**config.mk**
```make
export PLATFORM = sky130hd
export DESIGN_NAME = fdiv_expquot_seq
export DESIGN_NICKNAME = d
export VERILOG_FILES = /design/src/rtl/config_pkg.sv /design/src/rtl/fdiv_restoring_step.sv /design/src/rtl/fdiv_expquot_seq.sv
export SDC_FILE = /design/constraint.sdc
export NUM_CORES = 1
export LEC_CHECK = 0
export BUFFER_PORTS_ARGS = -buffer_cell sky130_fd_sc_hd__buf_2
export CAP_MARGIN = 10
export CORE_UTILIZATION = 45
export CTS_BUF_LIST = sky130_fd_sc_hd__clkbuf_8
export DETAILED_ROUTE_END_ITERATION = 8
export SYNTH_ARGS = -nofsm -noshare
export SYNTH_HDL_FRONTEND = slang
export SYNTH_HIERARCHICAL = 1
export SYNTH_SLANG_ARGS = --single-unit
export TNS_END_PERCENT = 20
```
**constraint.sdc**
```tcl
create_clock -name clk -period 6.5 [get_ports clk]
set_input_delay 0.325 -clock clk [delete_from_list [all_inputs] [get_ports clk]]
set_output_delay 0.325 -clock clk [all_outputs]
set_load 0.02 [all_outputs]
```
**src/rtl/config_pkg.sv**
```systemverilog
`default_nettype none
// ---------------------------------------------------------------------------
// config_pkg: FPU format configuration and divide-sequencer state encoding.
// Rev 1.0
// ---------------------------------------------------------------------------
package config_pkg;

    localparam int NE   = 11;
    localparam int NF   = 52;
    localparam int BIAS = 2**(NE-1) - 1;

    typedef enum logic [1:0] {
        IDLE = 2'd0,
        BUSY = 2'd1,
        DONE = 2'd2
    } state_t;

endpackage
`default_nettype wire

```
**src/rtl/fdiv_restoring_step.sv**
```systemverilog
`default_nettype none
// ---------------------------------------------------------------------------
// fdiv_restoring_step: one radix-2 restoring division step (quotient bit and
// next partial remainder). Rev 1.0
// ---------------------------------------------------------------------------
module fdiv_restoring_step #(
    parameter int NF = 52
) (
    input  logic [NF+2:0] r_in,
    input  logic [NF:0]   d_in,
    output logic          q,
    output logic [NF+2:0] r_out
);

    logic [NF+2:0] d_ext;
    logic [NF+2:0] diff;
    logic [NF+2:0] kept;

    assign d_ext = {2'b00, d_in};
    assign q     = (r_in >= d_ext);
    assign diff  = r_in - d_ext;
    assign kept  = q ? diff : r_in;
    // The kept remainder is always below 2*D, so the shift never loses a set bit.
    assign r_out = kept << 1;

endmodule
`default_nettype wire

```
**src/rtl/fdiv_expquot_seq.sv**
```systemverilog
`default_nettype none
// ---------------------------------------------------------------------------
// fdiv_expquot_seq: sequential divide exponent subtract and normalized
// restoring-division quotient, one bit per cycle. Rev 1.0
// ---------------------------------------------------------------------------
module fdiv_expquot_seq
    import config_pkg::*;
#(
    parameter int NE   = config_pkg::NE,
    parameter int NF   = config_pkg::NF,
    parameter int BIAS = config_pkg::BIAS
) (
    input  logic          clk,
    input  logic          reset,
    input  logic          Start,
    input  logic [NE-1:0] Xe,
    input  logic [NE-1:0] Ye,
    input  logic [NF:0]   Xm,
    input  logic [NF:0]   Ym,
    input  logic          XZero,
    input  logic          YZero,
    output logic          Busy,
    output logic          Done,
    output logic [NE+1:0] Qe,
    output logic [NF+1:0] Qm,
    output logic          Sticky,
    output logic          DivZero
);

    localparam int              CW       = $clog2(NF + 3);
    localparam logic [CW-1:0]   CNT_INIT = CW'(NF + 2);
    localparam logic [NE+1:0]   BIAS_W   = (NE + 2)'(BIAS);

    state_t        state;
    state_t        state_next;
    logic [NE+1:0] qe_raw;
    logic [NF+2:0] rem;
    logic [NF+2:0] rem_next;
    logic [NF:0]   dvs;
    logic [NF+1:0] quot;
    logic [NF+2:0] quot_next;
    logic [CW-1:0] cnt;
    logic          q_bit;
    logic          special;
    logic          last_step;

    assign special   = XZero | YZero;
    assign last_step = (cnt == '0);
    // Only NF+2 quotient bits need storing; the top bit exists only in quot_next.
    assign quot_next = {quot, q_bit};

    fdiv_restoring_step #(
        .NF (NF)
    ) u_step (
        .r_in  (rem),
        .d_in  (dvs),
        .q     (q_bit),
        .r_out (rem_next)
    );

    always_ff @(posedge clk) begin
        if (reset) begin
            state <= IDLE;
        end else begin
            state <= state_next;
        end
    end

    always_comb begin
        state_next = state;
        case (state)
            IDLE:    if (Start) state_next = special ? DONE : BUSY;
            BUSY:    if (last_step) state_next = DONE;
            DONE:    state_next = IDLE;
            default: state_next = IDLE;
        endcase
    end

    always_comb begin
        Busy = 1'b0;
        Done = 1'b0;
        case (state)
            BUSY:    Busy = 1'b1;
            DONE:    Done = 1'b1;
            default: ;
        endcase
    end

    always_ff @(posedge clk) begin
        if (reset) begin
            qe_raw  <= '0;
            rem     <= '0;
            dvs     <= '0;
            quot    <= '0;
            cnt     <= '0;
            Qe      <= '0;
            Qm      <= '0;
            Sticky  <= 1'b0;
            DivZero <= 1'b0;
        end else begin
            case (state)
                IDLE: begin
                    if (Start) begin
                        DivZero <= YZero & ~XZero;
                        if (special) begin
                            Qe     <= '0;
                            Qm     <= '0;
                            Sticky <= 1'b0;
                        end else begin
                            qe_raw <= {2'b00, Xe} - {2'b00, Ye} + BIAS_W;
                            rem    <= {2'b00, Xm};
                            dvs    <= Ym;
                            quot   <= '0;
                            cnt    <= CNT_INIT;
                        end
                    end
                end
                BUSY: begin
                    rem  <= rem_next;
                    quot <= quot_next[NF+1:0];
                    if (last_step) begin
                        // Quotient lies in (1/2, 2); a leading zero costs one exponent step.
                        if (quot_next[NF+2]) begin
                            Qm     <= quot_next[NF+2:1];
                            Qe     <= qe_raw;
                            Sticky <= quot_next[0] | (rem_next != '0);
                        end else begin
                            Qm     <= quot_next[NF+1:0];
                            Qe     <= qe_raw - (NE + 2)'(1);
                            Sticky <= (rem_next != '0);
                        end
                    end else begin
                        cnt <= cnt - CW'(1);
                    end
                end
                default: ;
            endcase
        end
    end

endmodule
`default_nettype wire

```
==> results_dict.tcl, run 1 <==
set metrics [dict create \
    die_y_um 183 \
    final_common_cell "nand2_1" \
    cp-end-kind "flip-flop" \
    worst_slew_pin_slew_ns 1.20 \
    yosys.area_share.simple_pct 21.8 \
    fmax_ghz 0.197 \
    intPower_w 0.00293 \
    fin_cells 2579 \
    slew_headroom_pct 20.3 \
    p_sw_share_pct 37.4 \
    routedWlPerCell_um 16.4 \
    drive_above_1_share_pct 14.7 \
    drt-met1-wl_mm 19.4 \
    finalSetupViolations 0 \
    clk_path_buf_depth 3 \
    port_buffers 203 \
    post_cts_resized 0 \
    slew_viol_final 0 \
    syn_inst 1952 \
    area_growth_pct 15.1 \
    synth_top_area_share_pct 34.1 \
    seqPwrFrac_pct 35.1 \
    p_leak_nw 6.94 \
    layout_common_cells "nand2_1 (290), nor2_1 (264), dfxtp_1 (251)" \
    startpoint_type "flip-flop" \
    synthXorXnorAreaFrac_pct 4.32 \
    clockRootBuffer "clkbuf_8" \
    grt_pass1_vias 13530 \
    combPwrFrac_pct 35.8 \
    dpl.hpwl_mm 29.2 \
    ys_warn_count 6 \
    cts_num_sinks 252 \
    crit_type "reg2reg" \
    cp.required_ns 6.91 \
    maxUsedRoutingLayer "met5" \
    drc 0 \
    dieArea_um2 33600 \
    final.setup.worst_slack_ns 1.43 \
    synth_area_leaders "dfxtp_1 (34%), nand2_1 (7.4%), a21oi_1 (7.3%), nor2_1 (6.7%), ha_1 (5.7%)" \
    antenna_found_initial 5 \
    cts_setup_buffers 0 \
    dpl.cell_count 2471 \
    pre_cts_ws_ns 1.54 \
    rsz0062_at_grt "false" \
    drt-initial-drc-count 904 \
    synth_area_leader_cell "dfxtp_1" \
    syn_nets 2155 \
    grt_max_degree 141 \
    hold_viol_final 0 \
    hold_path_class "in2reg" \
    fin_crit_ns 5.07 \
    start_util_pct 45.6 \
    synth-seq-cells 252 \
    wl_met2_mm 19.3 \
    outcome "completed" \
    synth_area_um2 14800 \
    cts_inserted_buffers 44 \
    synth-edff-count 0 \
    drt-total-wl_mm 42.4 \
    ys_seq_area_share_pct 34.1 \
    async_reset_ff_share_pct 0 \
    drv_cap 0 \
    grt.total_usage_pct 24.8 \
    fp.dieW_um 183 \
    synth.distinct_cells 82 \
    post-route-period-util_pct 78.0 \
    coreArea_um2 32500 \
    rows 66 \
    htree_levels 2 \
    cts_hold_buf 28 \
    via_count 14221 \
    dr.pass1.iters 5 \
    critPathArrivalTime_ns 5.48 \
    synth_compound_area_share_pct 22.9 \
    synthFlopType "dfxtp_1" \
    io_pins 204 \
    path_clk_slew_ns 0.06 \
    tritoncts "yes" \
    power_frac_clock_pct 29.1 \
    syn_area_per_cell_um2 7.58 \
    clk_latency_ns 0.57 \
    synthMuxAreaShare_pct 4.47 \
    synth_top_family_by_area "compound AO/OA/AOI/OAI gates" \
    path_max_fanout 38 \
    grt_pass1_wl_mm 68.6 \
    fin_tns_setup_ns 0 \
    drt-vias-per-instance 5.51 \
    p_sw_w 0.00175 \
    wl_met3_mm 2.37 \
    power.density_nw_per_um2 274 \
    final_antenna_net_count 0 \
    fin_skew_ns 0.0123 \
    synth_fa_ha_area_share_pct 6.02 \
    overflow 0 \
    gp_routability_congestion 0.890 \
    ir_drop_mv 0.166 \
    num-nets-final 2306 \
]
metal layers:
| metal | up-vias | global-route usage [%] |
|---|---|---|
| met5 | - | 0 |
| met4 | 4 | 8.57 |
| met3 | 79 | 5.68 |
| met2 | 325 | 40.8 |
| met1 | 6652 | 31.8 |
| li1 | 7161 | - |
power by group through the flow:
stage                     Sequential, W  Combinational, W  Clock [W]
after CTS                       0.00164           0.00166    0.00140
after detailed placement        0.00168           0.00164          0
after global placement          0.00167           0.00164          0
after global routing            0.00165           0.00185    0.00148
after floorplan                 0.00167           0.00124          0
final                           0.00164           0.00167    0.00136
final timing paths:
| kind | slack (ns) | endpoint | cells past startpoint | startpoint |
|---|---|---|---|---|
| worst max-delay path | 1.43 | Sticky | 19 | dvs[18] |
| worst min-delay path | 0.01 | dvs[39] | 3 | Ym[39] |
| worst max register to register | 1.43 | Sticky | 19 | dvs[18] |
| worst min register to register | 0.45 | dvs[7] | 2 | dvs[7] |
worst max-delay path, stage by stage, from the launching register on:
cell      delay, ns
dfxtp_1        0.34
inv_1          0.05
ha_1           0.41
a21oi_1        0.29
o221ai_1       0.17
a21oi_1        0.19
o21ai_1        0.10
a221oi_1       0.38
a211oi_1       0.19
o21bai_1       0.21
o21ba_2        0.66
inv_2          0.07
buf_4          0.28
mux2_1         0.38
nor4_1         0.45
nand4_1        0.18
nor4_1         0.27
nor2_1         0.07
a21oi_1        0.17
nor2_1         0.06
cells by family (layout without fill, tap and decap cells):
| logic type | count (synthesis) | after routing |
|---|---|---|
| buf+inv | 232 | 415 |
| xor+xnor | 73 | 73 |
| flops | 252 | 252 |
| fa+ha+maj | 70 | 70 |
| simple gates | 749 | 749 |
| compound gates | 510 | 510 |
| other cells | 1 | 3 |
| mux | 65 | 65 |
area by class of cell:
class	count	area, µm²
Fill cell	3275	15400
Multi-Input combinational cell	1468	8850
Sequential cell	252	5050
Timing Repair Buffer	246	1420
Clock buffer	50	688
Tap cell	442	553
Inverter	91	343
Clock inverter	28	125
Antenna cell	2	5.00
stage by stage:
step,power [W],area (µm²),hold WS [ns],util (%)
2_1_floorplan,0.00291,14800,0.436,-
3_3_place_gp,0.00331,15900,0.440,49.1
3_5_place_dp,0.00332,15900,0.444,49.1
4_1_cts,0.00470,17000,0.000760,52.5
5_1_grt,0.00497,17000,0.000560,52.5
6_report,0.00468,17000,0.0124,52.5
cells in the mapped netlist (all sizes together), types with 28 or more instances:
cell	count
nor3	72
o21ai	49
a22oi	68
mux2i	56
nor2	266
inv	91
xor2	34
xnor2	39
buf	29
dfxtp	252
a21o	28
clkbuf	112
ha	68
nand2	291
a311oi	59
a21oi	217
flip-flops by register name (all words and copies together) (netlist names):
register and cells:
DivZero 1, Sticky 1, state 2, qe_raw 13, rem 55, cnt 6, dvs 53, Qm 54
Qe 13, quot 54
Power figures use the tool's default switching activity.
==> inputs of run 2 (changes only) <==
ABC_AREA = 1   (was default)
clock period = 5.1 ns   (was 6.5 ns; I/O delays follow)
==> results_dict.tcl, run 2 <==
set metrics [dict create \
    outcome "completed" \
    critical-path-top-cell-by-count "nand2_1" \
    overflow 0 \
    drt-initial-drc-count 971 \
    grt_pass1_wl_mm 87.3 \
    cts_inserted_buffers 46 \
    dpl.cell_count 3413 \
    drc 0 \
    ys_warn_count 6 \
    largest_register_ff_count 55 \
    antenna_found_initial 5 \
    start_util_pct 45.9 \
    dpl.hpwl_mm 39.2 \
    finalInstanceArea_um2 20000 \
    synth_area_leader_cell "dfxtp_1" \
    synth_area_um2 16900 \
    min_path_cells 4 \
    final_common_cell "nand2_1" \
    synth.distinct_cells 44 \
    slew_headroom_pct 28.3 \
    grt_pass1_vias 17430 \
    multi_input_area_um2 9810 \
    ys_top_cells_by_count "nand2_1 (1126), inv_1 (359), dfxtp_1 (252)" \
    coreArea_um2 36800 \
    rsz0062_at_grt "false" \
    clk_path_buf_depth 3 \
    path_clk_slew_ns 0.06 \
    ys_seq_area_share_pct 29.9 \
    drt-total-wl_mm 53.7 \
    syn_nets 3050 \
    final_antenna_net_count 0 \
    synth_area_leaders "dfxtp_1 (30%), nand2_1 (25%), inv_1 (8.0%), a21oi_1 (6.9%), ha_1 (5.0%)" \
    dr.pass1.iters 5 \
    grt_max_degree 83 \
    layout_common_cells "nand2_1 (1126), inv_1 (373), dfxtp_1 (251)" \
    synth_top_area_share_pct 29.9 \
    finalSetupViolations 0 \
    synth_most_common_cell "nand2_1" \
    via_count 17876 \
    die_y_um 196 \
    fill_cells 3882 \
    hold_end "qe_raw[0]" \
    cp-end-kind "flip-flop" \
    cts_setup_buffers 0 \
    num-nets-final 3306 \
    htree_levels 2 \
    clockRootBuffer "clkbuf_8" \
    startpoint_type "flip-flop" \
    reg2reg_slack_ns 0.99 \
    port_buffers 203 \
    place_area_um2 18000 \
    fin_tns_setup_ns 0 \
    clk_latency_ns 0.64 \
    routedWlPerCell_um 14.9 \
    fin_cells 3602 \
    path_max_fanout 33 \
    fin_skew_ns 0.0335 \
    slowest_stage "nor4_1" \
    drt-vias-per-instance 4.96 \
    synth-edff-count 0 \
    regToRegEndpoint "Sticky" \
    r2r_start "dvs[37]" \
    synth-seq-cells 252 \
    top_regs "rem (55), Qm (54), quot (54)" \
    reg2reg_depth 20 \
    hold_viol_final 0 \
    rows 70 \
    grt.total_usage_pct 28.2 \
    syn_inst 2847 \
    async_reset_ff_share_pct 0 \
    top_register "rem" \
    worst_slew_pin_slew_ns 1.08 \
    p_leak_nw 9.73 \
    drive_above_1_share_pct 11.4 \
    crit_type "reg2reg" \
    crit_chain "inv_1 -> ha_1 -> nand2_1 -> nor2_1 -> inv_2 -> nor2_2 -> inv_2 -> o21bai_1 -> nand2_1 -> nand3_2 -> inv_2 -> buf_4 -> nand2_1 -> nand2_1 -> nor4_1 -> nand4_1 -> nor2_1 -> o211ai_1 -> nand2_1 -> a21oi_1" \
    post_cts_resized 0 \
    power.density_nw_per_um2 377 \
    worstHoldStart "Ye[0]" \
    seqCellArea_um2 5050 \
    area_growth_pct 18.5 \
    ir_drop_mv 0.206 \
    synthFlopType "dfxtp_1" \
    fp.dieW_um 196 \
    fmax_ghz 0.243 \
    slew_viol_final 0 \
    cts_num_sinks 252 \
    hold_path_class "in2reg" \
    fin_crit_ns 4.11 \
    tritoncts "yes" \
    post-route-period-util_pct 80.6 \
    holdWs_ns 0.148 \
    critical-path-max-stage-delay_ns 0.48 \
    cp.required_ns 5.58 \
    syn_area_per_cell_um2 5.93 \
    critPathArrivalTime_ns 4.59 \
    io_pins 204 \
    dieArea_um2 38300 \
    gp_routability_congestion 0.958 \
    drv_cap 0 \
]
[run 2: cell count changes after synthesis, sizes merged, moves of 26 or more]
cell / before / now
buf: 29 / 55
nand3: 22 / 105
nor2: 266 / 232
a22oi: 68 / 0
o21ai: 49 / 132
clkbuf: 112 / 64
a31oi: 10 / 56
a21o: 28 / 1
inv: 91 / 386
a311oi: 59 / 0
nand2: 291 / 1140
nor3: 72 / 16
xnor2: 39 / 2
mux2i: 56 / 0
[run 2: metrics by stage]
step                power [W]  setup WS (ns)  utilization (%)
finish                0.00753          0.991             54.4
global route          0.00815          0.569             54.4
CTS                   0.00760          0.915             54.3
detailed placement    0.00566          0.917             49.0
global placement      0.00564          0.894             49.0
floorplan             0.00470           2.49                -
[run 2: cell families (layout without fill, tap and decap cells)]
kind of cell               after synthesis  in the layout  share of synthesized area (%)
AOI/OAI and AO/OA                      438            438                           13.7
DFF                                    252            252                           29.9
and+or+nand+nor                       1548           1548                           37.4
adders and majority gates               70             70                           5.28
other                                    1              6                         0.0222
xor gates and xnor gates                33             33                           1.71
buffers and inverters                  505            787                           11.9
[run 2: report_power, final]
part           internal, W  switching, W
combinational      0.00106       0.00243
clock             0.000967      0.000871
sequential         0.00211     0.0000927
[run 2: repair_timing]
action                                 CTS  global route
endpoints found under the hold margin  107             0
setup endpoints to repair                0             0
hold buffers                           109             0
[run 2: area by class of cell]
| class | count | share of cell area, % |
|---|---|---|
| Timing Repair Buffer | 327 | 11.2 |
| Clock inverter | 19 | 0.488 |
| Antenna cell | 5 | 0.0626 |
| Inverter | 386 | 7.25 |
| Multi-Input combinational cell | 2090 | 49.1 |
| Tap cell | 468 | 2.93 |
| Clock buffer | 55 | 3.79 |
| Sequential cell | 252 | 25.2 |
[run 2: worst max path at each step]
stage / from / to / slack, ns
2_1_floorplan: dvs[17] / Sticky / 2.49
3_3_place_gp: dvs[17] / Sticky / 0.89
3_5_place_dp: dvs[17] / Sticky / 0.92
4_1_cts: dvs[17] / Sticky / 0.92
5_1_grt: dvs[20] / Sticky / 0.57
6_report: dvs[37] / Sticky / 0.99
[run 2: critical path: cells and delay by family (launching register included)]
kind / cells / cell delay [ns]
buf+inv: 5 / 0.82
fa+ha+maj: 1 / 0.35
compound gates: 3 / 0.40
flops: 1 / 0.33
simple gates: 11 / 2.03
[run 2: per-layer routing]
layer,track usage [%],wire length [µm],vias to the layer above
li1,-,-,9403
met1,34.2,24100,8019
met2,49.7,25500,367
met3,4.44,2300,87
met4,11.0,1740,0
met5,0,0,-
